$ cat config.mk
export PLATFORM = sky130hd
export DESIGN_NAME = idma_2d_midend
export DESIGN_NICKNAME = d
export VERILOG_FILES = /design/src/rtl/idma_2d_pkg.sv /design/src/rtl/idma_2d_comp_tracker.sv /design/src/rtl/idma_2d_midend.sv
export SDC_FILE = /design/constraint.sdc
export NUM_CORES = 1
export LEC_CHECK = 0
export CORE_ASPECT_RATIO = 1.75
export CORE_MARGIN = 2
export CORE_UTILIZATION = 45
export CTS_CLUSTER_SIZE = 28
export DETAILED_ROUTE_END_ITERATION = 12
export GPL_ROUTABILITY_DRIVEN = 0
export PLACE_DENSITY = 0.7
export SLEW_MARGIN = 20
export SYNTH_ARGS = -nofsm -noshare
export SYNTH_HDL_FRONTEND = slang
export SYNTH_SLANG_ARGS = --single-unit
$ cat constraint.sdc
create_clock -name clk_i -period 3.8 [get_ports clk_i]
set_input_delay 0.76 -clock clk_i [delete_from_list [all_inputs] [get_ports clk_i]]
set_output_delay 0.76 -clock clk_i [all_outputs]
set_load 0.01 [all_outputs]
$ cat src/rtl/idma_2d_pkg.sv
// Shared types for the 2D iDMA midend: FSM state encoding and the 2D
// request layout as the frontend presents it in the default configuration.
package idma_2d_pkg;

  localparam int unsigned DefAddrWidth = 64;
  localparam int unsigned DefRepWidth  = 32;

  // IDLE waits for a 2D job, ISSUE emits one 1D burst per row.
  typedef enum logic {
    IDLE  = 1'b0,
    ISSUE = 1'b1
  } state_e;

  // One 2D transfer as handed over by the register frontend.
  typedef struct packed {
    logic [DefAddrWidth-1:0] src_addr;
    logic [DefAddrWidth-1:0] dst_addr;
    logic [DefAddrWidth-1:0] length;
    logic [DefAddrWidth-1:0] src_stride;
    logic [DefAddrWidth-1:0] dst_stride;
    logic [DefRepWidth-1:0]  num_reps;
    logic                    opt;
  } req_t;

endpackage

$ cat src/rtl/idma_2d_comp_tracker.sv
// Completion tracker: remembers the row count of every accepted 2D job in a
// small FIFO, counts backend row completions and emits one pulse per job.
module idma_2d_comp_tracker #(
  parameter int unsigned RepWidth = 32,
  parameter int unsigned Depth    = 4
) (
  input  logic                clk_i,
  input  logic                rst_ni,
  input  logic                push_i,
  input  logic [RepWidth-1:0] push_reps_i,
  input  logic                be_complete_i,
  output logic                full_o,
  output logic                empty_o,
  output logic                trans_complete_o
);

  localparam int unsigned PtrW = (Depth > 1) ? $clog2(Depth) : 1;
  localparam int unsigned CntW = $clog2(Depth + 1);

  logic [RepWidth-1:0] mem_q [Depth];
  logic [PtrW-1:0]     wr_ptr_q, rd_ptr_q;
  logic [CntW-1:0]     count_q;
  logic [RepWidth-1:0] done_cnt_q, done_inc;
  logic                trans_complete_q;
  logic                do_push, do_pop;

  assign full_o   = (count_q == CntW'(Depth));
  assign empty_o  = (count_q == '0);
  assign done_inc = done_cnt_q + RepWidth'(1);

  // A completion while empty is a protocol error and is dropped.
  assign do_push = push_i && !full_o;
  assign do_pop  = be_complete_i && !empty_o && (done_inc == mem_q[rd_ptr_q]);

  assign trans_complete_o = trans_complete_q;

  // FIFO storage and pointers; push and pop may happen in the same cycle.
  always_ff @(posedge clk_i or negedge rst_ni) begin
    if (!rst_ni) begin
      for (int i = 0; i < int'(Depth); i++) mem_q[i] <= '0;
      wr_ptr_q <= '0;
      rd_ptr_q <= '0;
      count_q  <= '0;
    end else begin
      if (do_push) begin
        mem_q[wr_ptr_q] <= push_reps_i;
        wr_ptr_q <= (wr_ptr_q == PtrW'(Depth - 1)) ? '0 : wr_ptr_q + PtrW'(1);
      end
      if (do_pop) begin
        rd_ptr_q <= (rd_ptr_q == PtrW'(Depth - 1)) ? '0 : rd_ptr_q + PtrW'(1);
      end
      case ({do_push, do_pop})
        2'b10:   count_q <= count_q + CntW'(1);
        2'b01:   count_q <= count_q - CntW'(1);
        default: count_q <= count_q;
      endcase
    end
  end

  // Row completion counter for the job at the FIFO head, plus the job pulse.
  always_ff @(posedge clk_i or negedge rst_ni) begin
    if (!rst_ni) begin
      done_cnt_q       <= '0;
      trans_complete_q <= 1'b0;
    end else begin
      trans_complete_q <= do_pop;
      if (be_complete_i && !empty_o) begin
        done_cnt_q <= do_pop ? '0 : done_inc;
      end
    end
  end

  // Backend must never report a completion with no job outstanding.
  assert property (@(posedge clk_i) disable iff (!rst_ni) !(be_complete_i && empty_o));

endmodule

$ cat src/rtl/idma_2d_midend.sv
// 2D iDMA midend: splits one 2D job into num_reps 1D bursts and folds the
// per-row backend completions back into a single completion per job.
//
// Handshakes: a transfer happens on a cycle where valid and ready are both
// high; valid never depends on ready, and once valid is high it stays high
// with stable payload until that transfer happens.
module idma_2d_midend
  import idma_2d_pkg::*;
#(
  parameter int unsigned AddrWidth     = 64,
  parameter int unsigned RepWidth      = 32,
  parameter int unsigned CompFifoDepth = 4,
  parameter type         opt_t         = logic
) (
  input  logic                      clk_i,
  input  logic                      rst_ni,
  input  logic [AddrWidth-1:0]      src_addr_i,
  input  logic [AddrWidth-1:0]      dst_addr_i,
  input  logic [AddrWidth-1:0]      length_i,
  input  logic [AddrWidth-1:0]      src_stride_i,
  input  logic [AddrWidth-1:0]      dst_stride_i,
  input  logic [RepWidth-1:0]       num_reps_i,
  input  logic [$bits(opt_t)-1:0]   opt_i,
  input  logic                      valid_i,
  output logic                      ready_o,
  output logic [AddrWidth-1:0]      src_addr_o,
  output logic [AddrWidth-1:0]      dst_addr_o,
  output logic [AddrWidth-1:0]      length_o,
  output logic [$bits(opt_t)-1:0]   opt_o,
  output logic                      valid_o,
  input  logic                      ready_i,
  input  logic                      be_trans_complete_i,
  output logic                      trans_complete_o,
  output logic                      busy_o,
  output logic                      dbg_state_o
);

  state_e                    state_q, state_d;
  logic [AddrWidth-1:0]      cur_src_q, cur_dst_q, length_q;
  logic [AddrWidth-1:0]      src_stride_q, dst_stride_q;
  logic [$bits(opt_t)-1:0]   opt_q;
  logic [RepWidth-1:0]       rep_cnt_q, last_rep_q;
  logic [RepWidth-1:0]       eff_reps_in;
  logic                      accept, issue_hs;
  logic                      comp_full, comp_empty;

  // Zero repetitions means a plain 1D transfer.
  assign eff_reps_in = (num_reps_i == '0) ? RepWidth'(1) : num_reps_i;
  assign accept      = valid_i && ready_o;
  assign issue_hs    = valid_o && ready_i;

  assign src_addr_o  = cur_src_q;
  assign dst_addr_o  = cur_dst_q;
  assign length_o    = length_q;
  assign opt_o       = opt_q;
  assign busy_o      = (state_q == ISSUE) || !comp_empty;
  assign dbg_state_o = state_q;

  // State register.
  always_ff @(posedge clk_i or negedge rst_ni) begin
    if (!rst_ni) state_q <= IDLE;
    else         state_q <= state_d;
  end

  // Next state and handshake outputs; new jobs only when a FIFO slot is free.
  always_comb begin
    state_d = state_q;
    ready_o = 1'b0;
    valid_o = 1'b0;
    case (state_q)
      IDLE: begin
        ready_o = !comp_full;
        if (valid_i && !comp_full) state_d = ISSUE;
      end
      ISSUE: begin
        valid_o = 1'b1;
        if (ready_i && (rep_cnt_q == last_rep_q)) state_d = IDLE;
      end
      default: state_d = IDLE;
    endcase
  end

  // Job latch and per-row address stepping; sums wrap modulo 2^AddrWidth.
  always_ff @(posedge clk_i or negedge rst_ni) begin
    if (!rst_ni) begin
      cur_src_q    <= '0;
      cur_dst_q    <= '0;
      length_q     <= '0;
      src_stride_q <= '0;
      dst_stride_q <= '0;
      opt_q        <= '0;
      rep_cnt_q    <= '0;
      last_rep_q   <= '0;
    end else if (accept) begin
      cur_src_q    <= src_addr_i;
      cur_dst_q    <= dst_addr_i;
      length_q     <= length_i;
      src_stride_q <= src_stride_i;
      dst_stride_q <= dst_stride_i;
      opt_q        <= opt_i;
      rep_cnt_q    <= '0;
      last_rep_q   <= eff_reps_in - RepWidth'(1);
    end else if (issue_hs) begin
      cur_src_q <= cur_src_q + src_stride_q;
      cur_dst_q <= cur_dst_q + dst_stride_q;
      rep_cnt_q <= rep_cnt_q + RepWidth'(1);
    end
  end

  idma_2d_comp_tracker #(
    .RepWidth (RepWidth),
    .Depth    (CompFifoDepth)
  ) i_comp_tracker (
    .clk_i            (clk_i),
    .rst_ni           (rst_ni),
    .push_i           (accept),
    .push_reps_i      (eff_reps_in),
    .be_complete_i    (be_trans_complete_i),
    .full_o           (comp_full),
    .empty_o          (comp_empty),
    .trans_complete_o (trans_complete_o)
  );

endmodule

==> metrics.md <==
| Metric | Value |
|---|---|
| Status | finished clean |
| DR vias/cell | 5.65 |
| First-pass GRT wire length | 166000 um |
| Hpwl dp | 82500 um |
| # Max-Cap Violations | 0 |
| Largest net degree at the start of global routing | 138 |
| GRT overflow | 0 |
| Starting Density | 45.3% |
| Synth Instances | 3543 |
| Post-synth EDFFs | 0 |
| Worst-Margin Slew | 876 ps |
| Area growth syn-to-layout | 30.5% |
| Synth async-reset ratio | 100% |
| Clock Tree Buf Depth | 3 |
| Setup ws final | 55.7 ps |
| CTS tree | done |
| Clock transition at path regs | 70 ps |
| DRC | 0 |
| Tcrit/Tclk final | 98.5% |
| Cts hold-fix bufs | 0 |
| Layout cells sized above 1 | 11.6% |
| Io pins | 556 |
| Leakage power | 19.1 nW |
| Cell area after synthesis | 31900 um^2 |
| Die Span Y | 356 um |
| Pre-CTS WS | -423 ps |
| Final wirelength | 109000 um |
| DRT Pass-1 Iters | 5 |
| All-layer global routing usage | 29.4% |
| Tot Pwr | 38.0 mW |
| Hold Fails Final Rpt | 0 |
| RSZ-0062 raised after global routing | true |
| Final setup fails | 0 |
| Num CTS Buffers | 55 |
| Slew HR | 41.1% |
| Number of DRC markers in iteration 0 | 1874 |
| Initial antenna violation count | 13 |
| NumNets Final | 4632 |
| Cell Rows | 129 |
| Die Area | 73100 um^2 |
| CP Max Fanout | 10 |
| Routed len/inst | 21.3 um |
| Post-route ant nets | 0 |
| Fillers | 6204 |
| Dominant synthesized flop cell | dfrtp_1 |
| Number of global-route vias before repair | 29234 |
| Area of the multi-input gates | 17100 um^2 |
| H-tree Lvls | 2 |
| Sequential share of the synthesized area | 43.5% |
| Worst Path Class, Setup | flip-flop to flip-flop |
| Avg Synthesized Cell Area | 9.00 um^2 |
| Flop2flop setup slack | 60 ps |
| Max Fclk | 267 MHz |
| Clock root cell | clkbuf_16 |
| Syn_nets | 4039 |
| Sink Count | 554 |
| Hold Slack | 52.0 ps |
| Via count | 28834 |
| Warnings from Yosys | 0 |
| Minimum clock period | 3740 ps |
| PortBufs | 555 |
| Clock skew | 32.8 ps |
| Storage cell area | 13900 um^2 |
| CP arrival | 4280 ps |
| Post-layout util | 59.2% |
| Flops & latches, synth | 554 |
| CP startpoint kind | flip-flop |
| Clock latency on the worst-skew pair | 640 ps |
| Max Slew Vio Count | 0 |
| Die width | 205 um |
| Maximum vdd drop | 0.507 mV |
| Core area | 70400 um^2 |
| PD cells | 914 nW/um^2 |
| Post-synth cell types | 79 |
| Worst endpoint required time | 4340 ps |
| HP Class | input pin to async pin |
| Worst Setup End Kind | flip-flop |
layer usage:
metal / vias to the layer above / routed length, um / global-route usage, %
li1: 13514 / - / -
met1: 13992 / 40200 / 33.8
met2: 1019 / 55400 / 51.6
met3: 293 / 6720 / 5.50
met4: 16 / 6250 / 15.5
met5: - / 101 / 0
worst max-delay path, cell delays in order, from the launching register on:
cell	delay [ps]
dfrtp_2	390
buf_12	150
buf_12	120
mux4_2	540
xnor2_2	170
xnor2_1	130
nand2_1	140
nor4_2	280
buf_4	150
nand4_1	120
buf_4	190
nor4_4	240
ha_2	250
inv_2	40
fa_2	330
xor2_1	140
nor2_1	110
xor2_1	140
placed cells by master (no fill, tap or decap), types with 13 or more instances in the layout:
master / synthesis / layout
o21bai_1: 25 / 25
inv_1: 48 / 47
a21oi_1: 232 / 230
mux2_2: 123 / 123
nor3_1: 34 / 34
nor4_1: 19 / 17
xor2_1: 128 / 127
a22oi_1: 20 / 20
and3_1: 37 / 37
o22ai_1: 38 / 38
o31ai_1: 26 / 25
o21ai_0: 197 / 195
ha_1: 135 / 133
nand3_1: 50 / 50
xnor2_1: 126 / 123
a21o_1: 97 / 97
clkbuf_16: 0 / 56
nand2_1: 879 / 877
dfrtp_1: 554 / 553
nor2_1: 194 / 193
or3_1: 20 / 20
buf_12: 0 / 20
o21ai_1: 30 / 32
nand2b_1: 17 / 17
bufinv_16: 0 / 13
a31oi_1: 47 / 45
mux4_2: 32 / 32
clkdlybuf4s50_1: 0 / 554
buf_4: 4 / 167
nand4_1: 50 / 50
where the power goes:
group / internal (mW) / switching (mW) / leakage, nW
clock network: 3.74 / 2.52 / 1.01
registers: 8.53 / 2.10 / 6.91
logic: 9.63 / 11.5 / 11.2
total: 21.9 / 16.1 / 19.1
what timing repair did:
action | 4_1_cts | 5_1_grt
resized for setup | 7 | 17
pin swaps | 1 | 7
buffers inserted | 5 | 9
endpoints found under the setup margin | 1 | 20
metrics by stage:
| step | instance area [um^2] | std cells | setup TNS, ps |
|---|---|---|---|
| CTS | 41500 | 5090 | -1.06 |
| global placement | 39300 | 4982 | -5810 |
| global route | 41600 | 5104 | -112 |
| floorplan | 31900 | 3543 | 0 |
| detailed placement | 39300 | 4982 | -6190 |
| finish | 41600 | 5105 | 0 |
area by class of cell:
type	count	area share, %
diodes	6	0.0361
clock buffers	68	3.64
clock inverters	35	1.32
inverters	49	0.460
multi-input cells	2734	41.2
flip-flops and latches	554	33.3
well taps	917	2.76
repair buffers	742	17.3
cells by family after synthesis:
| family | after synthesis | synth area share [%] |
|---|---|---|
| AND/OR/NAND/NOR | 1364 | 18.4 |
| adder cells (fa/ha/maj) | 138 | 5.48 |
| multiplexers | 167 | 6.98 |
| AO/OA/AOI/OAI | 810 | 15.4 |
| flip-flops | 554 | 43.5 |
| XOR/XNOR | 255 | 7.03 |
| buffers and inverters | 255 | 3.25 |
worst paths after layout:
kind,startpoint,end,depth (start not counted)
min in group clk_i,length_o[20]$_DFFE_PN0P_,length_o[20]$_DFFE_PN0P_,2
max in group asynchronous,rst_ni,length_o[23]$_DFFE_PN0P_,3
setup / recovery,i_comp_tracker.rd_ptr_q[0]$_DFFE_PN0P_,i_comp_tracker.count_q[2]$_DFFE_PN0P_,17
hold / removal,rst_ni,length_o[34]$_DFFE_PN0P_,1
setup reg to reg,i_comp_tracker.rd_ptr_q[0]$_DFFE_PN0P_,i_comp_tracker.count_q[2]$_DFFE_PN0P_,17
hold reg to reg,length_o[20]$_DFFE_PN0P_,length_o[20]$_DFFE_PN0P_,2
Yosys cell counts, drive strengths merged (4+ instances only):
cell type | instances | area, um^2
ha | 135 | 1690
a211oi | 12 | 90.1
a21o | 97 | 728
or2 | 4 | 25.0
a41oi | 6 | 52.6
a21oi | 232 | 1160
nand2 | 880 | 3310
nor3 | 37 | 200
o21a | 9 | 67.6
or4 | 4 | 30.0
nand3 | 51 | 260
dfrtp | 554 | 13900
a221oi | 6 | 52.6
a21boi | 10 | 75.1
o21ai | 228 | 1140
o31ai | 27 | 208
or3 | 20 | 125
and3 | 37 | 231
nand2b | 17 | 106
o31a | 4 | 35.0
clkbuf | 167 | 627
nor3b | 4 | 30.0
nor4 | 23 | 186
mux2i | 12 | 120
nand4 | 50 | 313
a22oi | 20 | 150
nor2 | 194 | 728
xnor2 | 127 | 1120
o211ai | 12 | 90.1
buf | 39 | 226
o21bai | 25 | 188
o22ai | 38 | 238
mux4 | 32 | 721
a31oi | 47 | 294
xor2 | 128 | 1120
a211o | 5 | 43.8
and2 | 13 | 81.3
o41ai | 4 | 42.6
inv | 48 | 180
nor2b | 12 | 75.1
mux2 | 123 | 1390
and4 | 11 | 96.3
state kept, by name, summed over array words and instances (netlist names):
name	flops
i_comp_tracker.wr_ptr_q	2
i_comp_tracker.trans_complete_o	1
i_comp_tracker.rd_ptr_q	2
rep_cnt_q	32
i_comp_tracker.done_cnt_q	32
dst_addr_o	64
dst_stride_q	64
src_addr_o	64
src_stride_q	64
last_rep_q	32
i_comp_tracker.count_q	3
i_comp_tracker.mem_q	128
dbg_state_o	1
length_o	64
opt_o	1
Power figures use the tool's default switching activity.
